--- src/rtl/motion_region_tracker_if.sv ---
// Bundle between the frame-difference comparator, the motion tracker and the
// result consumer (overlay / LEDs). The master side is the tracker.
interface motion_region_tracker_if #(
  parameter int CW = 19
);
  logic          frame_start;
  logic          pixel_valid;
  logic          motion_flag;
  logic          result_valid;
  logic          result_ready;
  logic [CW-1:0] motion_count;
  logic [9:0]    box_x_min;
  logic [9:0]    box_x_max;
  logic [8:0]    box_y_min;
  logic [8:0]    box_y_max;
  logic          box_valid;
  logic          motion_alarm;
  logic          overrun;

  modport master (
    input  frame_start, pixel_valid, motion_flag, result_ready,
    output result_valid, motion_count, box_x_min, box_x_max,
           box_y_min, box_y_max, box_valid, motion_alarm, overrun
  );

  modport slave (
    output frame_start, pixel_valid, motion_flag, result_ready,
    input  result_valid, motion_count, box_x_min, box_x_max,
           box_y_min, box_y_max, box_valid, motion_alarm, overrun
  );
endinterface

--- src/rtl/motion_region_tracker.sv ---
// Per-frame motion statistics: moving-pixel count, bounding box and a
// debounced alarm, reported through a valid/ready result port.
module motion_region_tracker #(
  parameter int         H_ACT           = 640,
  parameter int         V_ACT           = 480,
  parameter logic [18:0] COUNT_THRESHOLD = 19'd200,
  parameter logic [3:0] HOLD_FRAMES     = 4'd8,
  parameter int         CW              = $clog2(H_ACT*V_ACT+1)
) (
  input  logic                   clk,
  input  logic                   rst_n,
  motion_region_tracker_if.master bus
);

  localparam logic [9:0]    X_LAST  = 10'(H_ACT - 1);
  localparam logic [8:0]    Y_LAST  = 9'(V_ACT - 1);
  localparam logic [CW-1:0] PIX_MAX = CW'(H_ACT * V_ACT);

  typedef enum logic {WAIT_SOF, ACCUM} state_t;

  state_t state, state_next;
  logic   clear, accum, commit;

  // Working registers for the frame in progress
  logic [CW-1:0] cnt;
  logic [9:0]    x, xmin, xmax;
  logic [8:0]    y, ymin, ymax;

  // Result registers
  logic          res_valid;
  logic [CW-1:0] res_count;
  logic [9:0]    res_x_min, res_x_max;
  logic [8:0]    res_y_min, res_y_max;
  logic          res_box_valid;
  logic          res_overrun;
  logic          alarm;
  logic [3:0]    hold;

  logic          last_pix;
  logic [CW-1:0] cnt_upd;
  logic [9:0]    xmin_upd, xmax_upd;
  logic [8:0]    ymin_upd, ymax_upd;
  logic          motion_frame;

  assign last_pix = bus.pixel_valid && (x == X_LAST) && (y == Y_LAST);

  // Working registers merged with the current pixel, so the final pixel of a
  // frame lands in the committed result on the same edge it is sampled.
  assign cnt_upd  = (bus.motion_flag && cnt != PIX_MAX) ? cnt + CW'(1) : cnt;
  assign xmin_upd = (bus.motion_flag && x < xmin) ? x : xmin;
  assign xmax_upd = (bus.motion_flag && x > xmax) ? x : xmax;
  assign ymin_upd = (bus.motion_flag && y < ymin) ? y : ymin;
  assign ymax_upd = (bus.motion_flag && y > ymax) ? y : ymax;

  assign motion_frame = 32'(cnt_upd) > 32'(COUNT_THRESHOLD);

  always_ff @(posedge clk or negedge rst_n) begin
    // NOTE: every register is written with <= so all state updates see the
    // pre-edge values; blocking here would create order-dependent races.
    if (!rst_n) state <= WAIT_SOF;
    else        state <= state_next;
  end

  always_comb begin
    // NOTE: defaults first so every path assigns every output; otherwise the
    // tool infers latches for the unassigned branches.
    state_next = state;
    clear      = 1'b0;
    accum      = 1'b0;
    commit     = 1'b0;
    case (state)
      WAIT_SOF: begin
        if (bus.frame_start) begin
          state_next = ACCUM;
          clear      = 1'b1;
        end
      end
      ACCUM: begin
        if (last_pix) begin
          commit = 1'b1;
          accum  = 1'b1;
          // A frame_start on the last pixel commits and restarts at once
          if (bus.frame_start) clear = 1'b1;
          else                 state_next = WAIT_SOF;
        end else if (bus.frame_start) begin
          clear = 1'b1;
        end else if (bus.pixel_valid) begin
          accum = 1'b1;
        end
      end
      default: state_next = WAIT_SOF;
    endcase
  end

  always_ff @(posedge clk or negedge rst_n) begin
    if (!rst_n) begin
      cnt  <= '0;
      x    <= '0;
      y    <= '0;
      xmin <= '0;
      xmax <= '0;
      ymin <= '0;
      ymax <= '0;
    end else if (clear) begin
      cnt  <= '0;
      x    <= '0;
      y    <= '0;
      xmin <= X_LAST;
      xmax <= '0;
      ymin <= Y_LAST;
      ymax <= '0;
    end else if (accum) begin
      cnt  <= cnt_upd;
      xmin <= xmin_upd;
      xmax <= xmax_upd;
      ymin <= ymin_upd;
      ymax <= ymax_upd;
      if (x == X_LAST) begin
        x <= '0;
        y <= (y == Y_LAST) ? '0 : y + 9'd1;
      end else begin
        x <= x + 10'd1;
      end
    end
  end

  always_ff @(posedge clk or negedge rst_n) begin
    if (!rst_n) begin
      res_valid     <= 1'b0;
      res_count     <= '0;
      res_x_min     <= '0;
      res_x_max     <= '0;
      res_y_min     <= '0;
      res_y_max     <= '0;
      res_box_valid <= 1'b0;
      res_overrun   <= 1'b0;
    end else if (commit) begin
      res_valid     <= 1'b1;
      res_count     <= cnt_upd;
      res_box_valid <= (cnt_upd != '0);
      res_x_min     <= (cnt_upd != '0) ? xmin_upd : '0;
      res_x_max     <= (cnt_upd != '0) ? xmax_upd : '0;
      res_y_min     <= (cnt_upd != '0) ? ymin_upd : '0;
      res_y_max     <= (cnt_upd != '0) ? ymax_upd : '0;
      if (res_valid && !bus.result_ready) res_overrun <= 1'b1;
    end else if (res_valid && bus.result_ready) begin
      res_valid <= 1'b0;
    end
  end

  // Alarm debounce advances once per committed frame, regardless of handshake
  always_ff @(posedge clk or negedge rst_n) begin
    if (!rst_n) begin
      hold  <= '0;
      alarm <= 1'b0;
    end else if (commit) begin
      if (motion_frame) begin
        hold  <= HOLD_FRAMES;
        alarm <= 1'b1;
      end else if (hold != '0) begin
        hold  <= hold - 4'd1;
        alarm <= (hold != 4'd1);
      end else begin
        alarm <= 1'b0;
      end
    end
  end

  assign bus.result_valid = res_valid;
  assign bus.motion_count = res_count;
  assign bus.box_x_min    = res_x_min;
  assign bus.box_x_max    = res_x_max;
  assign bus.box_y_min    = res_y_min;
  assign bus.box_y_max    = res_y_max;
  assign bus.box_valid    = res_box_valid;
  assign bus.motion_alarm = alarm;
  assign bus.overrun      = res_overrun;

endmodule

--- src/flat_wrapper.sv ---
// flat-port wrapper written by rule: the top's interface ports become plain ports
module motion_region_tracker_flat 
#(
  parameter int         H_ACT           = 640,
  parameter int         V_ACT           = 480,
  parameter logic [18:0] COUNT_THRESHOLD = 19'd200,
  parameter logic [3:0] HOLD_FRAMES     = 4'd8,
  parameter int         CW              = $clog2(H_ACT*V_ACT+1)
)
  (clk, rst_n, bus_frame_start, bus_pixel_valid, bus_motion_flag, bus_result_ready, bus_result_valid, bus_motion_count, bus_box_x_min, bus_box_x_max, bus_box_y_min, bus_box_y_max, bus_box_valid, bus_motion_alarm, bus_overrun);
  motion_region_tracker_if #(.CW(CW)) bus_i ();
  input  logic clk;
  input  logic rst_n;
  input wire logic [$bits(bus_i.frame_start)-1:0] bus_frame_start;
  input wire logic [$bits(bus_i.pixel_valid)-1:0] bus_pixel_valid;
  input wire logic [$bits(bus_i.motion_flag)-1:0] bus_motion_flag;
  input wire logic [$bits(bus_i.result_ready)-1:0] bus_result_ready;
  output wire logic [$bits(bus_i.result_valid)-1:0] bus_result_valid;
  output wire logic [$bits(bus_i.motion_count)-1:0] bus_motion_count;
  output wire logic [$bits(bus_i.box_x_min)-1:0] bus_box_x_min;
  output wire logic [$bits(bus_i.box_x_max)-1:0] bus_box_x_max;
  output wire logic [$bits(bus_i.box_y_min)-1:0] bus_box_y_min;
  output wire logic [$bits(bus_i.box_y_max)-1:0] bus_box_y_max;
  output wire logic [$bits(bus_i.box_valid)-1:0] bus_box_valid;
  output wire logic [$bits(bus_i.motion_alarm)-1:0] bus_motion_alarm;
  output wire logic [$bits(bus_i.overrun)-1:0] bus_overrun;
  assign bus_i.frame_start = bus_frame_start;
  assign bus_i.pixel_valid = bus_pixel_valid;
  assign bus_i.motion_flag = bus_motion_flag;
  assign bus_i.result_ready = bus_result_ready;
  assign bus_result_valid = bus_i.result_valid;
  assign bus_motion_count = bus_i.motion_count;
  assign bus_box_x_min = bus_i.box_x_min;
  assign bus_box_x_max = bus_i.box_x_max;
  assign bus_box_y_min = bus_i.box_y_min;
  assign bus_box_y_max = bus_i.box_y_max;
  assign bus_box_valid = bus_i.box_valid;
  assign bus_motion_alarm = bus_i.motion_alarm;
  assign bus_overrun = bus_i.overrun;
  motion_region_tracker #(.H_ACT(H_ACT), .V_ACT(V_ACT), .COUNT_THRESHOLD(COUNT_THRESHOLD), .HOLD_FRAMES(HOLD_FRAMES), .CW(CW)) u_core (.clk(clk), .rst_n(rst_n), .bus(bus_i));
endmodule
--- config.mk ---
export PLATFORM = sky130hd
export DESIGN_NAME = motion_region_tracker_flat
export DESIGN_NICKNAME = d
export VERILOG_FILES = /design/src/rtl/motion_region_tracker_if.sv /design/src/rtl/motion_region_tracker.sv /design/src/flat_wrapper.sv
export SDC_FILE = /design/constraint.sdc
export NUM_CORES = 1
export LEC_CHECK = 0
export BUFFER_PORTS_ARGS = -buffer_cell sky130_fd_sc_hd__buf_2
export CORE_ASPECT_RATIO = 1.5
export CORE_MARGIN = 2
export CORE_UTILIZATION = 55
export DETAILED_ROUTE_END_ITERATION = 12
export PLACE_DENSITY = 0.83
export RECOVER_POWER = 25
export SYNTH_ARGS = -nofsm -noshare
export SYNTH_HDL_FRONTEND = slang
export SYNTH_SLANG_ARGS = --single-unit
--- constraint.sdc ---
create_clock -name clk -period 3.6 [get_ports clk]
set_input_delay 0.18 -clock clk [delete_from_list [all_inputs] [get_ports clk]]
set_output_delay 0.18 -clock clk [all_outputs]
set_load 0.05 [all_outputs]
==> impl_metrics.ini, run 1 <==
[detailed_routing]
finalWirelength_mm = 18.2
num_vias = 6481
drt_iter0_drc = 329
final_antenna_net_count = 0
drc = 0
viasPerCell = 5.79
drt-wirelength-per-cell_um = 16.3
firstDrtPassIters = 5

[floorplanning]
core-area_mm2 = 0.0145
die_w_um = 104
pin_count = 67
rows = 54
die_y_um = 153
die_area_mm2 = 0.0159
start_util = 0.563

[clock_tree]
cts_setup_buffers = 0
cts_sinks = 142
numCtsBuffers = 17
root_buffer = clkbuf_16
cts_tree = built
cts.reportedPaths.clkPinSlew_ns = 0.06
htreeDepth = 4
ctsResizeCount = 0
clock_latency_ns = 0.42
clock_path_buffers = 2

[logic_synthesis]
ys_warn_count = 0
synthFlopType = dfrtp_1
synthDistinctLibCells = 67
synth.yosys.seq_area_share = 0.434
syn_area_per_cell_um2 = 9.36
synthesis.nets = 923
syn_area_mm2 = 0.00818
async_flop_share = 1.00
synth.top_cell.area_share = 0.434
synthCells = 874
yosysTopAreaCell = dfrtp_1
ys_ff_latch = 142
synthTopCellsByArea = dfrtp_1 43%, ha_1 6.6%, nand2_1 4.6%
synth_edf_count = 0

[worst_setup_path]
rr_startpoint = u_core.cnt[0]
startpoint_type = flip-flop
crit_path_start = u_core.cnt[0]
crit_type = flip-flop to flip-flop
cp_max_fo = 39
cp.arrival_ns = 3.59
cp.required_ns = 3.86
cp-end-kind = flip-flop

[cells_and_area]
drive_gt1_frac = 0.160
fin_cells = 1120
final_cell_mix = 142 x dfrtp_1, 101 x nand2_1, 90 x nor2_1
final_net_count = 961
area_delta_synth_final_pct = 12.8
antenna_cells = 0
nFillCells = 1144
mostFrequentLayoutCell = dfrtp_1

[placed_design]
place_hpwl_mm = 12.3
place_inst = 1088
place_congestion = 0.959
port_buffers = 66

[power]
p_leak_nw = 4.35
ir_worst_vdd_mv = 0.333
power.density_mw_per_mm2 = 410
p_total_mw = 3.78

[sta]
max_freq_mhz = 301
setup_viol = 0
rsz0062_at_grt = no
setup_tns_ns = 0
finClkSkew_ns = 0.0130
fin_hold_ws_ns = 0.0288
hold_viol_final = 0
slew_viol_final = 94
relSlewSlack = -0.508
worst_slew_pin_slew_ns = 2.26
fin_crit_sh = 0.924
final.min_clock_period_ns = 3.33

[global_routing]
track_usage = 0.241
grt_pass1_wl_mm = 31.2
grt_antenna_before_repair = 0
grt_max_degree = 94
grt_pass1_vias = 6440
grt_overflow_total = 0

[status]
status = finished with violations
violations = max-capacitance violations, max-slew violations

[min_path]
hp-class = primary input to flip-flop
hold_start = bus_result_ready

[flow_run]
maxCapViolCount = 1
-- Yosys cell counts, drive strengths merged (11+ instances only) --
cell,count
ha,43
a211o,17
a21oi,29
nand3,25
nor3,15
nand2,101
nand4,14
mux2i,36
o31ai,32
o21ai,51
inv,48
mux2,11
clkbuf,41
dfrtp,142
xor2,23
buf,23
xnor2,23
nor2,90
-- through the flow --
step | instance area, um2 | util | worst slack, ns
CTS | 9240 | 0.636 | 0.339
global placement | 8600 | 0.592 | 0.517
floorplan | 8180 | - | 0.873
detailed placement | 8600 | 0.592 | 0.372
finish | 9230 | 0.635 | 0.274
global route | 9230 | 0.635 | 0.0293
-- path summary, 6_finish.rpt --
check | to | cells after the start | slack, ns
setup / recovery | u_core.bus.box_x_min[3] | 8 | 0.27
hold / removal | u_core.bus.result_valid | 3 | 0.03
setup reg to reg | u_core.bus.box_x_min[3] | 8 | 0.27
hold reg to reg | u_core.bus.overrun | 1 | 0.47
max in group asynchronous | u_core.x[3] | 3 | 1.24
min in group asynchronous | u_core.bus.motion_count[1] | 2 | 0.95
-- layer usage --
layer / GRT usage / vias to the layer above / routed length (um)
met1: 0.288 / 3131 / 7610
met5: 0 / - / 0
met3: 0.0537 / 50 / 898
met2: 0.414 / 187 / 9130
met4: 0.112 / 0 / 585
li1: - / 3113 / -
-- worst max-delay path, stage by stage, from the launching register on --
cell	delay (ns)
dfrtp_1	0.46
ha_1	0.36
nand4_1	0.28
nor4_1	0.40
xnor2_1	0.21
a21boi_0	0.21
and4b_1	0.34
and4bb_4	0.68
o21ai_0	0.21
-- flip-flops by register name (all words and copies together) (netlist names) --
signal                   count
u_core.bus.box_y_max         9
u_core.x                    10
u_core.bus.result_valid      1
u_core.hold                  4
u_core.ymin                  9
u_core.bus.motion_count     19
u_core.ymax                  9
u_core.xmin                 10
u_core.xmax                 10
u_core.bus.box_y_min         9
u_core.bus.motion_alarm      1
u_core.bus.box_x_max        10
u_core.bus.box_x_min        10
u_core.bus.overrun           1
u_core.y                     9
u_core.state                 1
u_core.cnt                  19
u_core.bus.box_valid         1
-- power breakdown --
group          internal (mW)  switching, mW  leakage (nW)
Clock                   1.18          0.688         0.303
Sequential              1.62         0.0246          1.90
Combinational         0.0951          0.179          2.15
-- cells by family after synthesis --
logic type	share of synthesized area
compound gates	0.158
xor+xnor	0.0492
fa+ha+maj	0.0658
buf+inv	0.0578
flops	0.434
mux	0.0592
simple gates	0.176
-- layout make-up --
type / count / area (um2) / area share
Clock inverter: 13 / 189 / 0.0205
Timing Repair Buffer: 83 / 460 / 0.0499
Sequential cell: 142 / 3550 / 0.385
Inverter: 48 / 180 / 0.0195
Tap cell: 196 / 245 / 0.0266
Multi-Input combinational cell: 620 / 4160 / 0.451
Clock buffer: 18 / 439 / 0.0476
-- what timing repair did --
item / in CTS / in global routing
hold buffers: 1 / 0
endpoints found under the setup margin: 0 / 0
endpoints found under the hold margin: 91 / 0
Note: power is estimated with default switching activity, not from simulation.
==> run 2, diff against run 1 <==
==> constraint.sdc (replaced) <==
create_clock -name clk -period 3.2 [get_ports clk]
set_input_delay 0.16 -clock clk [delete_from_list [all_inputs] [get_ports clk]]
set_output_delay 0.16 -clock clk [all_outputs]
set_load 0.05 [all_outputs]
==> run 2 against run 1 <==
  * The flow still finishes with violations (max-capacitance violations, max-slew violations)
  * Clock skew grew 0.00098 ns
  * Count of clock-buffer cells in the layout grew 1
  * Combinational power grew 18%
  * Largest power group unchanged
  * Die area is the same
==> impl_metrics.ini, run 2 (synthesized netlist as in run 1, its figures left out) <==
[status]
status = finished with violations
violations = max-capacitance violations, max-slew violations

[global_routing]
grt_max_degree = 101
grt_antenna_before_repair = 0
grt_pass1_vias = 6465
grt_overflow_total = 0
track_usage = 0.240
grt_pass1_wl_mm = 31.1

[min_path]
worstHoldEndpoint = u_core.bus.result_valid
hp-class = primary input to flip-flop
hold_depth = 3
hold_start = bus_result_ready

[sta]
worst_slew_pin_slew_ns = 2.47
setup_viol = 0
finClkSkew_ns = 0.0140
slew_viol_final = 100
hold_viol_final = 0
rsz0062_at_grt = no
max_freq_mhz = 333
fin_hold_ws_ns = 0.00810
setup_tns_ns = 0
setup_ws_ns = 0.198
final.min_clock_period_ns = 3.00
fin_crit_sh = 0.938
relSlewSlack = -0.646

[clock_tree]
root_buffer = clkbuf_16
numCtsBuffers = 17
cts.reportedPaths.clkPinSlew_ns = 0.06
htreeDepth = 4
cts_tree = built
clock_path_buffers = 2
clock_latency_ns = 0.44
cts_sinks = 142

[placed_design]
place_hpwl_mm = 12.5
post-place-ws_ns = 0.268
port_buffers = 66
place_congestion = 0.934

[power]
ir_worst_vdd_mv = 0.346
p_leak_nw = 4.41
p_total_mw = 4.18
power.density_mw_per_mm2 = 448

[worst_setup_path]
r2r-end = u_core.bus.box_y_min[5]
rr_startpoint = u_core.cnt[4]
startpoint_type = flip-flop
crit_type = flip-flop to flip-flop
rrSetupSlack_ns = 0.20
cp.required_ns = 3.48
cp.arrival_ns = 3.28
r2r_cells = 8
cp_max_fo = 28
cp-end-kind = flip-flop

[cells_and_area]
mostFrequentLayoutCell = dfrtp_1
final_net_count = 972
final_cell_mix = 142 x dfrtp_1, 101 x nand2_1, 90 x nor2_1
antenna_cells = 0
drive_gt1_frac = 0.167
nFillCells = 1179
post-route-util = 0.642
regArea_mm2 = 0.00355
area_delta_synth_final_pct = 14.0
multi_input_area_mm2 = 0.00418

[detailed_routing]
firstDrtPassIters = 5
finalWirelength_mm = 18.3
viasPerCell = 5.74
num_vias = 6495
drt_iter0_drc = 276
drc = 0
final_antenna_net_count = 0
drt-wirelength-per-cell_um = 16.1

[floorplanning]
pin_count = 67
die_area_mm2 = 0.0159
start_util = 0.563
core-area_mm2 = 0.0145
rows = 54
die_w_um = 104
die_y_um = 153

[flow_run]
maxCapViolCount = 1
-- run 2: cell types whose count changed in the layout (fill, tap and decap cells not counted), sizes merged --
cell and change:
buf +6, bufinv -2, clkbuf +6, clkinv +1, clkinvlp -1, inv +2
-- run 2: critical path, stage by stage (launching register included) --
cell,delay [ns]
dfrtp_1,0.59
nand4_1,0.30
or4_4,0.57
a21oi_4,0.18
xnor2_1,0.16
and4b_1,0.33
and4bb_4,0.38
buf_12,0.22
o31ai_1,0.10
-- run 2: metrics by stage --
stage / instances / instance area [um2]
after floorplan: 874 / 8180
after global placement: 1099 / 8700
after detailed placement: 1099 / 8700
after CTS: 1132 / 9320
after global routing: 1132 / 9330
final: 1132 / 9330
-- run 2: worst max-delay path by stage --
stage	startpoint	endpoint	slack (ns)	depth (start not counted)
2_1_floorplan	u_core.cnt[0]	u_core.bus.box_y_max[1]	0.47	12
4_1_cts	u_core.cnt[4]	u_core.bus.box_y_min[5]	0.25	8
5_1_grt	u_core.cnt[4]	u_core.bus.box_y_min[5]	0.03	8
3_5_place_dp	u_core.cnt[4]	u_core.bus.box_y_min[5]	0.27	8
3_3_place_gp	u_core.cnt[2]	u_core.bus.box_y_min[6]	0.36	8
6_report	u_core.cnt[4]	u_core.bus.box_y_min[5]	0.20	8
-- run 2: area by class of cell --
cell class | count | area share
multi-input cells | 620 | 0.448
clock inverters | 13 | 0.0166
repair buffers | 94 | 0.0602
clock buffers | 19 | 0.0486
well taps | 196 | 0.0263
inverters | 48 | 0.0193
flip-flops and latches | 142 | 0.381
-- run 2: per-layer routing --
metal / global-route usage / vias up / routed length [um]
li1: - / 3135 / -
met1: 0.281 / 3147 / 7420
met2: 0.417 / 157 / 9370
met3: 0.0550 / 56 / 824
met4: 0.117 / 0 / 641
met5: 0 / - / 0
-- run 2: repair_timing --
item                       4_1_cts  5_1_grt
buffers inserted                 0        0
hold buffers                     1        0
setup endpoints to repair        0       29
hold endpoints to repair        99        0
resized for setup                0        2
-- run 2: power by group --
group,switching (mW),internal [mW]
combinational,0.204,0.119
sequential,0.0239,1.82
clock,0.810,1.20
total,1.04,3.14
